===== config.mk =====
export PLATFORM = sky130hd
export DESIGN_NAME = spi_cmd_decoder
export DESIGN_NICKNAME = d
export VERILOG_FILES = /design/src/rtl/spi_cmd_decoder_pkg.sv /design/src/rtl/spi_cmd_decoder_sync_edge_det.sv /design/src/rtl/spi_cmd_decoder.sv
export SDC_FILE = /design/constraint.sdc
export NUM_CORES = 1
export LEC_CHECK = 0
export ABC_AREA = 1
export CORE_ASPECT_RATIO = 0.9
export CORE_UTILIZATION = 51
export DETAILED_ROUTE_END_ITERATION = 12
export PLACE_DENSITY_LB_ADDON = 0.3
export SYNTH_ARGS = -nofsm -noshare
export SYNTH_HDL_FRONTEND = slang
export SYNTH_HIERARCHICAL = 1
export SYNTH_SLANG_ARGS = --single-unit

===== constraint.sdc =====
create_clock -name i_sys_clk -period 2.22 [get_ports i_sys_clk]
set_clock_uncertainty 0.15 [all_clocks]
set_input_delay 0.222 -clock i_sys_clk [delete_from_list [all_inputs] [get_ports i_sys_clk]]
set_output_delay 0.222 -clock i_sys_clk [all_outputs]
set_load 0.01 [all_outputs]

===== src/rtl/spi_cmd_decoder_pkg.sv =====
`timescale 1ns/1ps
// Shared definitions for the SPI command decoder: FSM encoding, module
// select codes, command-byte layout and small decode helpers.
package spi_cmd_decoder_pkg;

    typedef enum logic [2:0] {
        ST_IDLE,
        ST_CMD,
        ST_FETCH,
        ST_WAIT_DATA,
        ST_DATA,
        ST_LOAD,
        ST_DONE
    } state_t;

    // Module select codes carried in the command byte
    localparam logic [1:0] MOD_SYS_CTRL = 2'd0;
    localparam logic [1:0] MOD_IO_CTRL  = 2'd1;
    localparam logic [1:0] MOD_SMI_CTRL = 2'd2;
    localparam logic [1:0] MOD_RESERVED = 2'd3;

    // Command byte field positions
    localparam int CMD_RD_BIT  = 7;
    localparam int CMD_SEL_MSB = 6;
    localparam int CMD_SEL_LSB = 5;
    localparam int CMD_IOC_MSB = 4;
    localparam int CMD_IOC_LSB = 0;

    // Bit-counter value seen on the last rise of each byte (count before increment)
    localparam logic [4:0] CNT_CMD_LAST  = 5'd7;
    localparam logic [4:0] CNT_DATA_LAST = 5'd15;
    // MISO shifts on falls once the 9th rise has been counted
    localparam logic [4:0] CNT_TX_SHIFT  = 5'd9;

    typedef struct packed {
        logic       rd;
        logic [1:0] sel;
        logic [4:0] ioc;
    } cmd_t;

    function automatic cmd_t decode_cmd(input logic [7:0] b);
        cmd_t c;
        c.rd  = b[CMD_RD_BIT];
        c.sel = b[CMD_SEL_MSB:CMD_SEL_LSB];
        c.ioc = b[CMD_IOC_MSB:CMD_IOC_LSB];
        return c;
    endfunction

    function automatic logic [3:0] sel_onehot(input logic [1:0] s);
        return 4'b0001 << s;
    endfunction

endpackage


===== src/rtl/spi_cmd_decoder_sync_edge_det.sv =====
`timescale 1ns/1ps
// Multi-flop synchroniser for one asynchronous input plus rise/fall
// detection on the synchronised level. All instances share the same
// latency, so the relative timing of SCK, MOSI and CS_B is preserved.
module sync_edge_det #(
    parameter int   STAGES    = 2,
    parameter logic RESET_VAL = 1'b0
) (
    input  logic i_sys_clk,
    input  logic i_rst_b,
    input  logic i_async,
    output logic o_sync,
    output logic o_rise,
    output logic o_fall
);

    logic [STAGES-1:0] sync_q;
    logic              prev_q;

    // Shift the async input through the chain; keep one extra flop for edges
    always_ff @(posedge i_sys_clk or negedge i_rst_b) begin
        if (!i_rst_b) begin
            sync_q <= {STAGES{RESET_VAL}};
            prev_q <= RESET_VAL;
        end else begin
            sync_q <= {sync_q[STAGES-2:0], i_async};
            prev_q <= sync_q[STAGES-1];
        end
    end

    assign o_sync = sync_q[STAGES-1];
    assign o_rise = o_sync & ~prev_q;
    assign o_fall = ~o_sync & prev_q;

endmodule


===== src/rtl/spi_cmd_decoder.sv =====
`timescale 1ns/1ps
// SPI mode-0 slave that decodes a two-byte frame (command, data) into
// register fetch/load strobes towards four modules, and returns read data
// on MISO during the second byte.
module spi_cmd_decoder
    import spi_cmd_decoder_pkg::*;
#(
    parameter int SYNC_STAGES = 2
) (
    input  logic       i_sys_clk,
    input  logic       i_rst_b,
    input  logic       i_spi_sck,
    input  logic       i_spi_mosi,
    input  logic       i_spi_cs_b,
    output logic       o_spi_miso,
    output logic [4:0] o_ioc,
    output logic [3:0] o_cs,
    output logic       o_fetch_cmd,
    output logic       o_load_cmd,
    output logic [7:0] o_data_out,
    input  logic [7:0] i_data_m0,
    input  logic [7:0] i_data_m1,
    input  logic [7:0] i_data_m2,
    input  logic [7:0] i_data_m3
);

    logic sck_q, sck_rise, sck_fall;
    logic mosi_q, mosi_rise, mosi_fall;
    logic cs_q, cs_rise, cs_fall;
    logic sync_unused;

    sync_edge_det #(.STAGES(SYNC_STAGES), .RESET_VAL(1'b0)) u_sync_sck (
        .i_sys_clk(i_sys_clk), .i_rst_b(i_rst_b), .i_async(i_spi_sck),
        .o_sync(sck_q), .o_rise(sck_rise), .o_fall(sck_fall));
    sync_edge_det #(.STAGES(SYNC_STAGES), .RESET_VAL(1'b0)) u_sync_mosi (
        .i_sys_clk(i_sys_clk), .i_rst_b(i_rst_b), .i_async(i_spi_mosi),
        .o_sync(mosi_q), .o_rise(mosi_rise), .o_fall(mosi_fall));
    sync_edge_det #(.STAGES(SYNC_STAGES), .RESET_VAL(1'b1)) u_sync_cs (
        .i_sys_clk(i_sys_clk), .i_rst_b(i_rst_b), .i_async(i_spi_cs_b),
        .o_sync(cs_q), .o_rise(cs_rise), .o_fall(cs_fall));

    assign sync_unused = &{sck_q, mosi_rise, mosi_fall, cs_fall};

    state_t           state_q, state_d;
    logic [4:0]       bit_cnt_q;
    logic [6:0]       rx_q;
    logic [7:0]       rx_byte;
    cmd_t             cmd_nxt;
    logic             rd_q;
    logic [1:0]       sel_q;
    logic             wait_q;
    logic [7:0]       tx_q;
    logic [3:0][7:0]  mod_data;
    logic [SYNC_STAGES:0] vld_pipe;
    logic             armed_q;

    assign rx_byte    = {rx_q, mosi_q};
    assign cmd_nxt    = decode_cmd(rx_byte);
    assign mod_data   = {i_data_m3, i_data_m2, i_data_m1, i_data_m0};
    assign o_spi_miso = tx_q[7];

    // After reset, only accept a frame once CS_B has been seen high through a
    // flushed synchroniser, so a frame cut by reset is never resumed.
    always_ff @(posedge i_sys_clk or negedge i_rst_b) begin
        if (!i_rst_b) begin
            vld_pipe <= '0;
            armed_q  <= 1'b0;
        end else begin
            vld_pipe <= {vld_pipe[SYNC_STAGES-1:0], 1'b1};
            if (vld_pipe[SYNC_STAGES] && cs_q)
                armed_q <= 1'b1;
        end
    end

    // FSM state register
    always_ff @(posedge i_sys_clk or negedge i_rst_b) begin
        if (!i_rst_b) state_q <= ST_IDLE;
        else          state_q <= state_d;
    end

    // Next state and single-cycle strobes; CS_B rise aborts from anywhere
    always_comb begin
        state_d     = state_q;
        o_fetch_cmd = 1'b0;
        o_load_cmd  = 1'b0;
        case (state_q)
            ST_IDLE:      if (armed_q && !cs_q) state_d = ST_CMD;
            ST_CMD:       if (sck_rise && bit_cnt_q == CNT_CMD_LAST)
                              state_d = cmd_nxt.rd ? ST_FETCH : ST_DATA;
            ST_FETCH: begin
                o_fetch_cmd = 1'b1;
                state_d     = ST_WAIT_DATA;
            end
            ST_WAIT_DATA: if (wait_q) state_d = ST_DATA;
            ST_DATA:      if (sck_rise && bit_cnt_q == CNT_DATA_LAST)
                              state_d = rd_q ? ST_DONE : ST_LOAD;
            ST_LOAD: begin
                o_load_cmd = 1'b1;
                state_d    = ST_DONE;
            end
            ST_DONE:      state_d = ST_DONE;
            default:      state_d = ST_IDLE;
        endcase
        if (cs_rise) state_d = ST_IDLE;
    end

    // Frame datapath: bit counter, MOSI capture, command latch, MISO shifter
    always_ff @(posedge i_sys_clk or negedge i_rst_b) begin
        if (!i_rst_b) begin
            bit_cnt_q  <= '0;
            rx_q       <= '0;
            rd_q       <= 1'b0;
            sel_q      <= '0;
            wait_q     <= 1'b0;
            tx_q       <= '0;
            o_ioc      <= '0;
            o_cs       <= '0;
            o_data_out <= '0;
        end else begin
            wait_q <= (state_q == ST_WAIT_DATA) ? ~wait_q : 1'b0;
            if (cs_rise || state_q == ST_IDLE) begin
                bit_cnt_q <= '0;
                o_cs      <= '0;
                tx_q      <= '0;
            end else begin
                if (sck_rise && state_q inside {ST_CMD, ST_FETCH, ST_WAIT_DATA, ST_DATA}) begin
                    rx_q      <= rx_byte[6:0];
                    bit_cnt_q <= bit_cnt_q + 5'd1;
                end
                if (state_q == ST_CMD && sck_rise && bit_cnt_q == CNT_CMD_LAST) begin
                    rd_q  <= cmd_nxt.rd;
                    sel_q <= cmd_nxt.sel;
                    o_ioc <= cmd_nxt.ioc;
                    o_cs  <= sel_onehot(cmd_nxt.sel);
                end
                if (state_q == ST_DATA && sck_rise && bit_cnt_q == CNT_DATA_LAST && !rd_q)
                    o_data_out <= rx_byte;
                // Zeros shift in behind the byte, so MISO returns low after bit 0
                if (state_q == ST_WAIT_DATA && wait_q)
                    tx_q <= mod_data[sel_q];
                else if (sck_fall && bit_cnt_q >= CNT_TX_SHIFT)
                    tx_q <= {tx_q[6:0], 1'b0};
            end
        end
    end

endmodule


Yosys cells after proc, flatten, opt, wreduce, memory -nomap -nowiden
Index checks and enable logic that the tools add are counted.

Bits in registers: 56. Input bits: 37. Output and inout bits: 20. Word-level logic and storage cells: 86.

Add/subtract/negate cells: 1. $lt $le $gt $ge: 2. Eq/ne operators: 12. Shift-type cells: 1. Mux-type cells: 20. Bitwise logic cells: 8. Reduce and logical (&&, ||, !) cells: 25.

Operators with widths (count): 8-bit 2-to-1 mux (4); 3-bit 2-to-1 mux (6); 3-bit one-hot mux with 6 select lines (1); 8-bit binary-select mux with 2-bit select (1); 1-bit logical AND (12); 3-bit != test (second input constant) (4); 5-bit 2-to-1 mux (2); 3-bit == test (second input constant) (3); 4-bit 2-to-1 mux (2); 3-bit by 2-bit == test with 1-bit output (second input constant) (2); 2-bit AND reduction (3); 5-bit by 1-bit adder with 5-bit output (second input constant) (1); 5-bit by 3-bit == test with 1-bit output (second input constant) (1); 5-bit by 4-bit == test with 1-bit output (second input constant) (1); 5-bit by 4-bit greater-or-equal comparator with 1-bit output (second input constant) (1); 1-bit NOT (5); 4-bit AND reduction (1); 2-bit nonzero test (2); 4-bit nonzero test (1); 1-bit by 2-bit left shift with 4-bit output (first input constant) (1); 1-bit AND (3); 3-bit by 1-bit == test with 1-bit output (second input constant) (1); 3-bit logical NOT (1); 2-bit by 3-bit less-than comparator with 1-bit output (second input constant) (1); 6 further kinds (9).

Depth between registers and ports, before layout
Gate-level depths: netlist of the first run.

Word-level depth: 6. Mapped depth: 10. Depth with buffers taken out: 10.

By module
The synthesis of the first run kept the hierarchy.

Modules (own cells, without submodules): spi_cmd_decoder (times used 1, cells each 346, area an instance 2578.7 µm², seq. area each 1201.2 µm²); sync_edge_det at u_sync_mosi ... (times used 2, cells each 7, area an instance 90.1 µm², seq. area each 75.1 µm²); sync_edge_det at u_sync_cs (times used 1, cells each 7, area an instance 93.8 µm², seq. area each 78.8 µm²).

Worst setup path after synthesis of the first run
No wires, ideal clock.

Kind: register -> register. Start: register bit_cnt_q[0]. End: register o_data_out[6]. Setup time: 127 ps. Arrival time: 1533 ps. Required time: 1943 ps. Slack: 410 ps. Stages on the path, launching flop included: 11. Buffers on the path: 1. Period minus slack after synthesis: 1810 ps. Cells stage by stage: dfrtp_1 ha_1 nand2_1 nor2_1 ha_1 nand2_1 nor2_1 nand3_2 buf_2 nand2_1 o21ai_0.

Word-level cells in the longest chain between the ends: 4.

RTL lines: start: declaration (RTL line spi_cmd_decoder.sv:45) `logic [4:0] bit_cnt_q;`; start signal: assignment (RTL line spi_cmd_decoder.sv:128) `bit_cnt_q <= bit_cnt_q + 5'd1;`; 5-bit by 4-bit == test with 1-bit output (RTL line spi_cmd_decoder.sv:136) `if (state_q == ST_DATA && sck_rise && bit_cnt_q == CNT_DATA_LAST && !rd_q)`; 1-bit logical AND (2 in a row) (RTL line spi_cmd_decoder.sv:136); 2-bit AND reduction (no line); end signal: assignment (RTL line spi_cmd_decoder.sv:137) `o_data_out <= rx_byte;`; end: declaration (RTL line spi_cmd_decoder.sv:20) `output logic [7:0] o_data_out,`.

Every way passes these cells. A chain may end at the register's enable or synchronous reset.

Worst setup path in the final report of the first run
Start: register bit_cnt_q[0]. End: register o_data_out[4].

The elaborated chain is that of the path after synthesis.

==> impl_metrics.csv, run 1 <==
group,metric,value,unit
run_status,status,"finished clean",
setup_path,crit_chain,"ha_1, nand2_1, nor2_1, ha_1, nand2_1, nor2_1, nand3_4, nand2_1, o21ai_0",
flow_run,maxCapViolCount,0,
setup_path,slowest_delay,470,ps
global_routing,grt_max_degree,33,
clock_tree,clkSinkCount,56,
detailed_routing,avgRoutedWirePerCell,11.9,um
power_and_ir_drop,p_clk_frac,0.220,
floorplanning,num_rows,25,
placed_design,dp_hpwl,4270,um
power_and_ir_drop,p_sw_frac,0.367,
sta,fin_crit_sh,0.888,
detailed_routing,vias,2396,
cells_and_area,final_core_util,0.672,
floorplanning,core_area,5290,um2
setup_path,critPathBufInv,0,
detailed_routing,drt_iter0_markers,206,
clock_tree,max-clock-path-buffers,2,
setup_path,worstSetupPathType,"reg -> reg",
power_and_ir_drop,peakVddDrop,0.426,mV
synthesis,synth_area,2810,um2
power_and_ir_drop,p_comb_frac,0.306,
cells_and_area,fin_area,3550,um2
power_and_ir_drop,seqPwrFrac,0.474,
power_and_ir_drop,power_leakage,1.74,nW
synthesis,yosysWarnings,6,
global_routing,grt.overflow.total,0,
power_and_ir_drop,power.internal,1.65,mW
clock_tree,htreeDepth,2,
power_and_ir_drop,powerDensity,732,nW/um2
sta,tightest_slew,590,ps
sta,finalHoldViolCount,0,
global_routing,antenna_found_initial,0,
detailed_routing,viasPerCell,4.91,
cells_and_area,antenna_cells,0,
cells_and_area,area_growth_syn_to_layout,26.7,%
synthesis,syn-num-nets,400,
setup_path,cp_max_fo,16,
detailed_routing,firstDrtPassIters,4,
global_routing,grt_pass1_wl,9580,um
floorplanning,die-area,5800,um2
placed_design,gp_congestion,0.907,
global_routing,grtUsageTotal,0.210,
placed_design,dpl_cell_area,3440,um2
sta,fmax,0.507,GHz
setup_path,start_kind,"flip-flop",
setup_path,cp.arrival,2010,ps
synthesis,netlist_instances,360,
cells_and_area,nets,460,
sta,setup_viol,0,
detailed_routing,drt-total-wl,5800,um
cells_and_area,layout_commonest_cell,"nand2_1",
cells_and_area,drive_above_1_share,0.107,
setup_path,cp_slowest_cell,"dfrtp_1",
min_path,holdCritPathClass,"in -> reg",
floorplanning,start_util,0.531,
sta,rsz0062_at_grt,"no",
floorplanning,die_h,72.4,um
clock_tree,tritoncts,"done",
floorplanning,die_w,80.2,um
clock_tree,root_buffer,"clkbuf_8",
cells_and_area,nFillCells,437,
global_routing,grt_pass1_vias,2205,
sta,period_minus_slack,1970,ps
floorplanning,io_pins,57,
detailed_routing,ant_nets,0,
sta,setup-tns-final,0,ps
synthesis,avgSynthCellArea,7.79,um2
setup_path,cp-end-kind,"flip-flop",
power_and_ir_drop,switchingPower,954,uW
cells_and_area,layout_common_cells,"nand2_1 (118), clkdlybuf4s50_1 (55), dfrtp_1 (53), inv_1 (40), nor2_1 (40)",
setup_path,cp_data_required_time,2260,ps
setup_path,path_delay_family,"simple AND/OR/NAND/NOR gates",
sta,finalMaxSlewViolations,0,
setup_path,crit_top_cell,"nand2_1",
detailed_routing,drc,0,
placed_design,port-buffer-count,56,
clock_tree,cts_buffers,5,
clock_tree,clkTransAtPathRegs,100,ps
clock_tree,clk_latency,310,ps
sta,relSlewSlack,0.606,
-- cell type report --
type / count / area (um2) / share of cell area
clock buffers: 5 / 68.8 / 0.0194
clock inverters: 3 / 25.0 / 0.00704
multi-input cells: 252 / 1190 / 0.335
repair buffers: 63 / 623 / 0.175
inverters: 42 / 158 / 0.0444
flip-flops and latches: 56 / 1410 / 0.395
well taps: 67 / 83.8 / 0.0236
-- repair_timing --
action	4_1_cts	5_1_grt
gates resized for setup	0	1
hold buffers	1	0
setup buffers	0	0
setup endpoints to repair	0	6
hold endpoints to repair	21	0
-- power groups by stage --
stage	Combinational (mW)	Clock, mW	Sequential (mW)
final	0.797	0.572	1.23
after CTS	0.792	0.589	1.23
after global placement	0.772	0	1.25
after detailed placement	0.787	0	1.25
after floorplan	0.587	0	1.21
after global routing	0.896	0.631	1.25
-- path summary, 6_finish.rpt --
kind / from / to / cells past startpoint / slack [ps]
min in group asynchronous: i_rst_b / bit_cnt_q[2]$_DFFE_PN0P_ / 2 / 290
min reg2reg: vld_pipe[0]$_DFF_PN0_ / vld_pipe[1]$_DFF_PN0_ / 0 / 210
max: bit_cnt_q[0]$_DFFE_PN0P_ / o_data_out[4]$_DFFE_PN0P_ / 9 / 250
max reg2reg: bit_cnt_q[0]$_DFFE_PN0P_ / o_data_out[4]$_DFFE_PN0P_ / 9 / 250
min: i_spi_cs_b / u_sync_cs/sync_q[0]$_DFF_PN1_ / 1 / 160
max in group asynchronous: i_rst_b / rd_q$_DFFE_PN0P_ / 3 / 1060
-- flip-flops by register name, indices dropped and copies added, names as in the netlist --
| name | flops |
|---|---|
| armed_q | 1 |
| bit_cnt_q | 5 |
| o_cs | 4 |
| o_data_out | 8 |
| o_ioc | 5 |
| rd_q | 1 |
| rx_q | 7 |
| sel_q | 2 |
| state_q | 3 |
| tx_q | 8 |
| u_sync_cs/prev_q | 1 |
| u_sync_cs/sync_q | 2 |
| u_sync_mosi/sync_q | 2 |
| u_sync_sck/prev_q | 1 |
| u_sync_sck/sync_q | 2 |
| vld_pipe | 3 |
| wait_q | 1 |
-- metal layers --
| layer | global-route usage | part of all wire |
|---|---|---|
| met1 | 0.287 | 0.47 |
| met2 | 0.357 | 0.49 |
| met3 | 0.0365 | 0.040 |
| met4 | 0.0417 | 0.0043 |
| met5 | 0 | 0 |
-- through the flow --
stage | power [mW] | setup WS, ps | hold slack (ps) | std cells
after CTS | 2.61 | 209 | 152 | 488
after detailed placement | 2.04 | 206 | 113 | 479
after floorplan | 1.79 | 410 | -224 | 360
final | 2.60 | 249 | 159 | 488
after global routing | 2.78 | 32.4 | 167 | 488
after global placement | 2.02 | 354 | 98.9 | 479
Power figures use the tool's default switching activity.
==> inputs of run 2 (changes only) <==
--- a/config.mk
+++ b/config.mk
@@ -6,8 +6,10 @@
 export NUM_CORES = 1
 export LEC_CHECK = 0
 export ABC_AREA = 1
+export CELL_PAD_IN_SITES_DETAIL_PLACEMENT = 2
+export CELL_PAD_IN_SITES_GLOBAL_PLACEMENT = 2
 export CORE_ASPECT_RATIO = 0.9
-export CORE_UTILIZATION = 51
+export CORE_UTILIZATION = 29
 export DETAILED_ROUTE_END_ITERATION = 12
 export PLACE_DENSITY_LB_ADDON = 0.3
 export SYNTH_ARGS = -nofsm -noshare
==> impl_metrics.csv, run 2 (synthesized netlist as in run 1, its figures left out) <==
group,metric,value,unit
run_status,status,"finished clean",
sta,holdWs,139,ps
floorplanning,start_util,0.303,
cells_and_area,area_growth_syn_to_layout,29.4,%
setup_path,cp_data_required_time,2280,ps
setup_path,cp.arrival,2120,ps
detailed_routing,drc,0,
detailed_routing,viasPerCell,4.60,
global_routing,antenna_found_initial,0,
detailed_routing,avgRoutedWirePerCell,15.5,um
cells_and_area,layout_common_cells,"nand2_1 (118), clkdlybuf4s50_1 (55), dfrtp_1 (53), inv_1 (40), nor2_1 (40)",
detailed_routing,vias,2503,
sta,setup-tns-final,0,ps
floorplanning,core_area,9250,um2
setup_path,worstSetupPathType,"reg -> reg",
setup_path,crit_chain,"ha_1, nand2_1, nor2_1, ha_1, nand2_1, nor2_1, nand3_4, nand2_1, o21ai_0",
clock_tree,htreeDepth,2,
min_path,holdCritPathClass,"in -> reg",
power_and_ir_drop,peakVddDrop,0.313,mV
flow_run,maxCapViolCount,0,
power_and_ir_drop,powerDensity,745,nW/um2
cells_and_area,nets,461,
setup_path,cp-end-kind,"flip-flop",
cells_and_area,final_core_util,0.393,
detailed_routing,drt-total-wl,8420,um
sta,finalMaxSlewViolations,0,
global_routing,grtUsageTotal,0.180,
cells_and_area,drive_above_1_share,0.109,
detailed_routing,firstDrtPassIters,4,
power_and_ir_drop,power,2.71,mW
cells_and_area,antenna_cells,0,
detailed_routing,ant_nets,0,
sta,period_minus_slack,2060,ps
cells_and_area,top_regs,"o_data_out: 8 flops, tx_q: 8 flops, rx_q: 7 flops",
setup_path,crit_top_cell,"nand2_1",
setup_path,cp_max_fo,16,
detailed_routing,drt_iter0_markers,90,
sta,fmax,0.485,GHz
sta,rsz0062_at_grt,"no",
clock_tree,cts_buffers,5,
setup_path,cp_slowest_cell,"dfrtp_1",
sta,finalHoldViolCount,0,
floorplanning,io_pins,57,
global_routing,grt.overflow.total,0,
cells_and_area,area.sequential,1410,um2
floorplanning,die_w,106,um
placed_design,port-buffer-count,56,
global_routing,grt_pass1_wl,14100,um
cells_and_area,layout_commonest_cell,"nand2_1",
clock_tree,clkTransAtPathRegs,120,ps
power_and_ir_drop,power_leakage,1.75,nW
clock_tree,tritoncts,"done",
placed_design,gp_congestion,0.754,
setup_path,start_kind,"flip-flop",
placed_design,dp_hpwl,6460,um
setup_path,slowest_delay,470,ps
global_routing,grt_pass1_vias,2899,
floorplanning,die-area,10100,um2
clock_tree,max-clock-path-buffers,2,
cells_and_area,multi_input_area,1190,um2
setup_path,r2r_setup_slack,160,ps
floorplanning,die_h,95.3,um
global_routing,grt_max_degree,57,
sta,fin_crit_sh,0.929,
clock_tree,root_buffer,"clkbuf_8",
cells_and_area,nFillCells,1091,
clock_tree,clkSinkCount,56,
floorplanning,num_rows,33,
sta,setup_viol,0,
clock_tree,clk_latency,320,ps
run 2: critical path: cells and delay by family (launching register included):
| family | cells | cell delay (ps) |
|---|---|---|
| compound gates | 1 | 110 |
| fa+ha+maj | 2 | 390 |
| flops | 1 | 470 |
| simple gates | 6 | 820 |
run 2: path summary, 6_finish.rpt:
path	cells after the start	endpoint	start
worst max-delay path	9	o_data_out[3]$_DFFE_PN0P_	bit_cnt_q[0]$_DFFE_PN0P_
worst min-delay path	1	u_sync_cs/sync_q[0]$_DFF_PN1_	i_spi_cs_b
worst max register to register	9	o_data_out[3]$_DFFE_PN0P_	bit_cnt_q[0]$_DFFE_PN0P_
worst min register to register	0	vld_pipe[1]$_DFF_PN0_	vld_pipe[0]$_DFF_PN0_
max in group asynchronous	3	u_sync_cs/prev_q$_DFF_PN1_	i_rst_b
min in group asynchronous	3	tx_q[7]$_DFFE_PN0P_	i_rst_b
run 2: timing repair:
action | in CTS | in global routing
endpoints found under the hold margin | 53 | 0
hold buffers | 1 | 0
gates resized for setup | 0 | 1
buffers inserted | 0 | 0
endpoints found under the setup margin | 0 | 3
run 2: through the flow:
step,setup WS (ps),cells,cell area [um2]
2_1_floorplan,410,360,2810
3_3_place_gp,315,535,3520
3_5_place_dp,137,535,3520
4_1_cts,125,544,3620
5_1_grt,10.1,544,3630
6_report,158,544,3630
run 2: cell type report:
class                           instances  area share
Sequential cell                        56       0.387
Multi-Input combinational cell        252       0.328
Timing Repair Buffer                   64       0.174
Inverter                               42      0.0434
Tap cell                              122      0.0420
Clock buffer                            5      0.0190
Clock inverter                          3     0.00689
run 2: power breakdown:
group | internal (mW) | switching [mW]
registers | 1.12 | 0.122
clock network | 0.231 | 0.379
logic | 0.297 | 0.555
total | 1.65 | 1.06
run 2: layer usage:
metal / vias to the layer above / part of all wire / global-route usage
met4: 0 / 0.0078 / 0.0451
met5: - / 0 / 0
met1: 1241 / 0.48 / 0.232
met3: 5 / 0.018 / 0.0246
met2: 24 / 0.50 / 0.320
li1: 1233 / - / -
==> inputs of run 3 (changes only) <==
--- a/config.mk
+++ b/config.mk
@@ -11,6 +11,7 @@
 export CORE_ASPECT_RATIO = 0.9
 export CORE_UTILIZATION = 29
 export DETAILED_ROUTE_END_ITERATION = 12
+export HOLD_SLACK_MARGIN = 0.15
 export PLACE_DENSITY_LB_ADDON = 0.3
 export SYNTH_ARGS = -nofsm -noshare
 export SYNTH_HDL_FRONTEND = slang
==> impl_metrics.csv, run 3 (synthesized netlist as in run 1, its figures left out) <==
group,metric,value,unit
global_routing,grt_pass1_wl,14100,um
setup_path,path_depth,9,
clock_tree,clk_latency,320,ps
global_routing,grt.overflow.total,0,
clock_tree,clkSinkCount,56,
floorplanning,die_w,106,um
setup_path,r2r-end,"o_data_out[3]$_DFFE_PN0P_",
floorplanning,io_pins,57,
run_status,status,"finished clean",
setup_path,cp_data_required_time,2270,ps
setup_path,cp_slowest_cell,"dfrtp_1",
setup_path,crit_top_cell,"nand2_1",
global_routing,grt_max_degree,57,
setup_path,critPathBufInv,0,
floorplanning,die_h,95.3,um
clock_tree,clkTransAtPathRegs,110,ps
cells_and_area,area_growth_syn_to_layout,29.8,%
setup_path,cp-end-kind,"flip-flop",
sta,rsz0062_at_grt,"no",
setup_path,worstSetupPathType,"reg -> reg",
setup_path,crit_start,"bit_cnt_q[0]$_DFFE_PN0P_",
global_routing,antenna_found_initial,0,
detailed_routing,vias,2499,
sta,period_minus_slack,2070,ps
clock_tree,htreeDepth,2,
placed_design,gp_congestion,0.754,
flow_run,maxCapViolCount,0,
placed_design,dpl_cell_area,3520,um2
detailed_routing,firstDrtPassIters,4,
clock_tree,cts_buffers,5,
sta,setup_viol,0,
global_routing,grt_pass1_vias,2899,
detailed_routing,viasPerCell,4.59,
setup_path,crit_chain,"ha_1, nand2_1, nor2_1, ha_1, nand2_1, nor2_1, nand3_4, nand2_1, o21ai_0",
detailed_routing,ant_nets,0,
cells_and_area,top_regs,"o_data_out: 8 flops, tx_q: 8 flops, rx_q: 7 flops",
floorplanning,start_util,0.303,
power_and_ir_drop,powerDensity,742,nW/um2
cells_and_area,antenna_cells,0,
floorplanning,num_rows,33,
cells_and_area,layout_commonest_cell,"nand2_1",
placed_design,place_worst_setup_slack,137,ps
cells_and_area,area.sequential,1410,um2
setup_path,start_kind,"flip-flop",
setup_path,slowest_delay,470,ps
min_path,hold_depth,1,
cells_and_area,layout_common_cells,"nand2_1 (118), clkdlybuf4s50_1 (55), dfrtp_1 (53), inv_1 (40), nor2_1 (40)",
clock_tree,post_cts_buffers,0,
cells_and_area,final_core_util,0.394,
placed_design,dp_cells,535,
min_path,holdCritPathClass,"in -> reg",
detailed_routing,drc,0,
setup_path,path_delay_family,"simple AND/OR/NAND/NOR gates",
sta,finalWorstSetupSlack,154,ps
cells_and_area,fin_area,3640,um2
clock_tree,tritoncts,"done",
placed_design,dp_hpwl,6460,um
setup_path,crit_path_end,"o_data_out[3]$_DFFE_PN0P_",
sta,finalMaxSlewViolations,0,
sta,fin_crit_sh,0.930,
setup_path,r2r_start,"bit_cnt_q[0]$_DFFE_PN0P_",
sta,fmax,0.484,GHz
placed_design,port-buffer-count,56,
setup_path,cp.arrival,2120,ps
sta,setup-tns-final,0,ps
floorplanning,die-area,10100,um2
cells_and_area,multi_input_area,1190,um2
cells_and_area,nets,462,
power_and_ir_drop,peakVddDrop,0.313,mV
setup_path,r2r_setup_slack,150,ps
detailed_routing,avgRoutedWirePerCell,15.5,um
setup_path,reg2reg_depth,9,
cells_and_area,stdcell_count,545,
setup_path,cp_max_fo,16,
clock_tree,max-clock-path-buffers,2,
clock_tree,root_buffer,"clkbuf_8",
detailed_routing,drt-total-wl,8420,um
detailed_routing,drt_iter0_markers,85,
global_routing,grtUsageTotal,0.180,
sta,finalHoldViolCount,0,
power_and_ir_drop,power_leakage,1.75,nW
cells_and_area,drive_above_1_share,0.109,
cells_and_area,nFillCells,1088,
floorplanning,core_area,9250,um2
run 3: repair_timing:
item / in CTS / in global routing
hold endpoints to repair: 57 / 0
setup endpoints to repair: 0 / 3
hold buffers: 2 / 0
resized for setup: 0 / 1
run 3: how the worst min path moves through the flow:
stage / startpoint / end / slack, ps
3_5_place_dp: i_rst_b / tx_q[7]$_DFFE_PN0P_ / 100
5_1_grt: i_spi_mosi / u_sync_mosi/sync_q[0]$_DFF_PN0_ / 170
3_3_place_gp: i_rst_b / tx_q[7]$_DFFE_PN0P_ / 90
6_report: i_spi_mosi / u_sync_mosi/sync_q[0]$_DFF_PN0_ / 180
4_1_cts: i_spi_mosi / u_sync_mosi/sync_q[0]$_DFF_PN0_ / 180
2_1_floorplan: i_rst_b / armed_q$_DFFE_PN0P_ / -220
run 3: metrics by stage:
step	power, mW	hold WS, ps
floorplan	1.79	-224
CTS	2.74	179
finish	2.70	183
detailed placement	2.12	96.7
global placement	2.07	94.1
global route	2.88	171
run 3: power by group:
part	internal (mW)	switching [mW]
clock	0.231	0.377
sequential	1.12	0.121
combinational	0.298	0.552
run 3: per-layer routing:
metal	GRT usage	up-vias	share of wire
li1	-	1234	-
met1	0.232	1234	0.47
met2	0.320	26	0.50
met3	0.0246	5	0.022
met4	0.0451	0	0.0081
met5	0	-	0
run 3: worst reg2reg max path, stage by stage (launching register included):
cell and delay, ps:
dfrtp_1 470, ha_1 240, nand2_1 90, nor2_1 110, ha_1 150, nand2_1 80, nor2_1 200, nand3_4 200
nand2_1 140, o21ai_0 110
run 3: cell type report:
type                            instances  share of cell area
Sequential cell                        56               0.386
Multi-Input combinational cell        252               0.327
Timing Repair Buffer                   65               0.176
Inverter                               42              0.0433
Tap cell                              122              0.0419
Clock buffer                            5              0.0189
Clock inverter                          3             0.00687
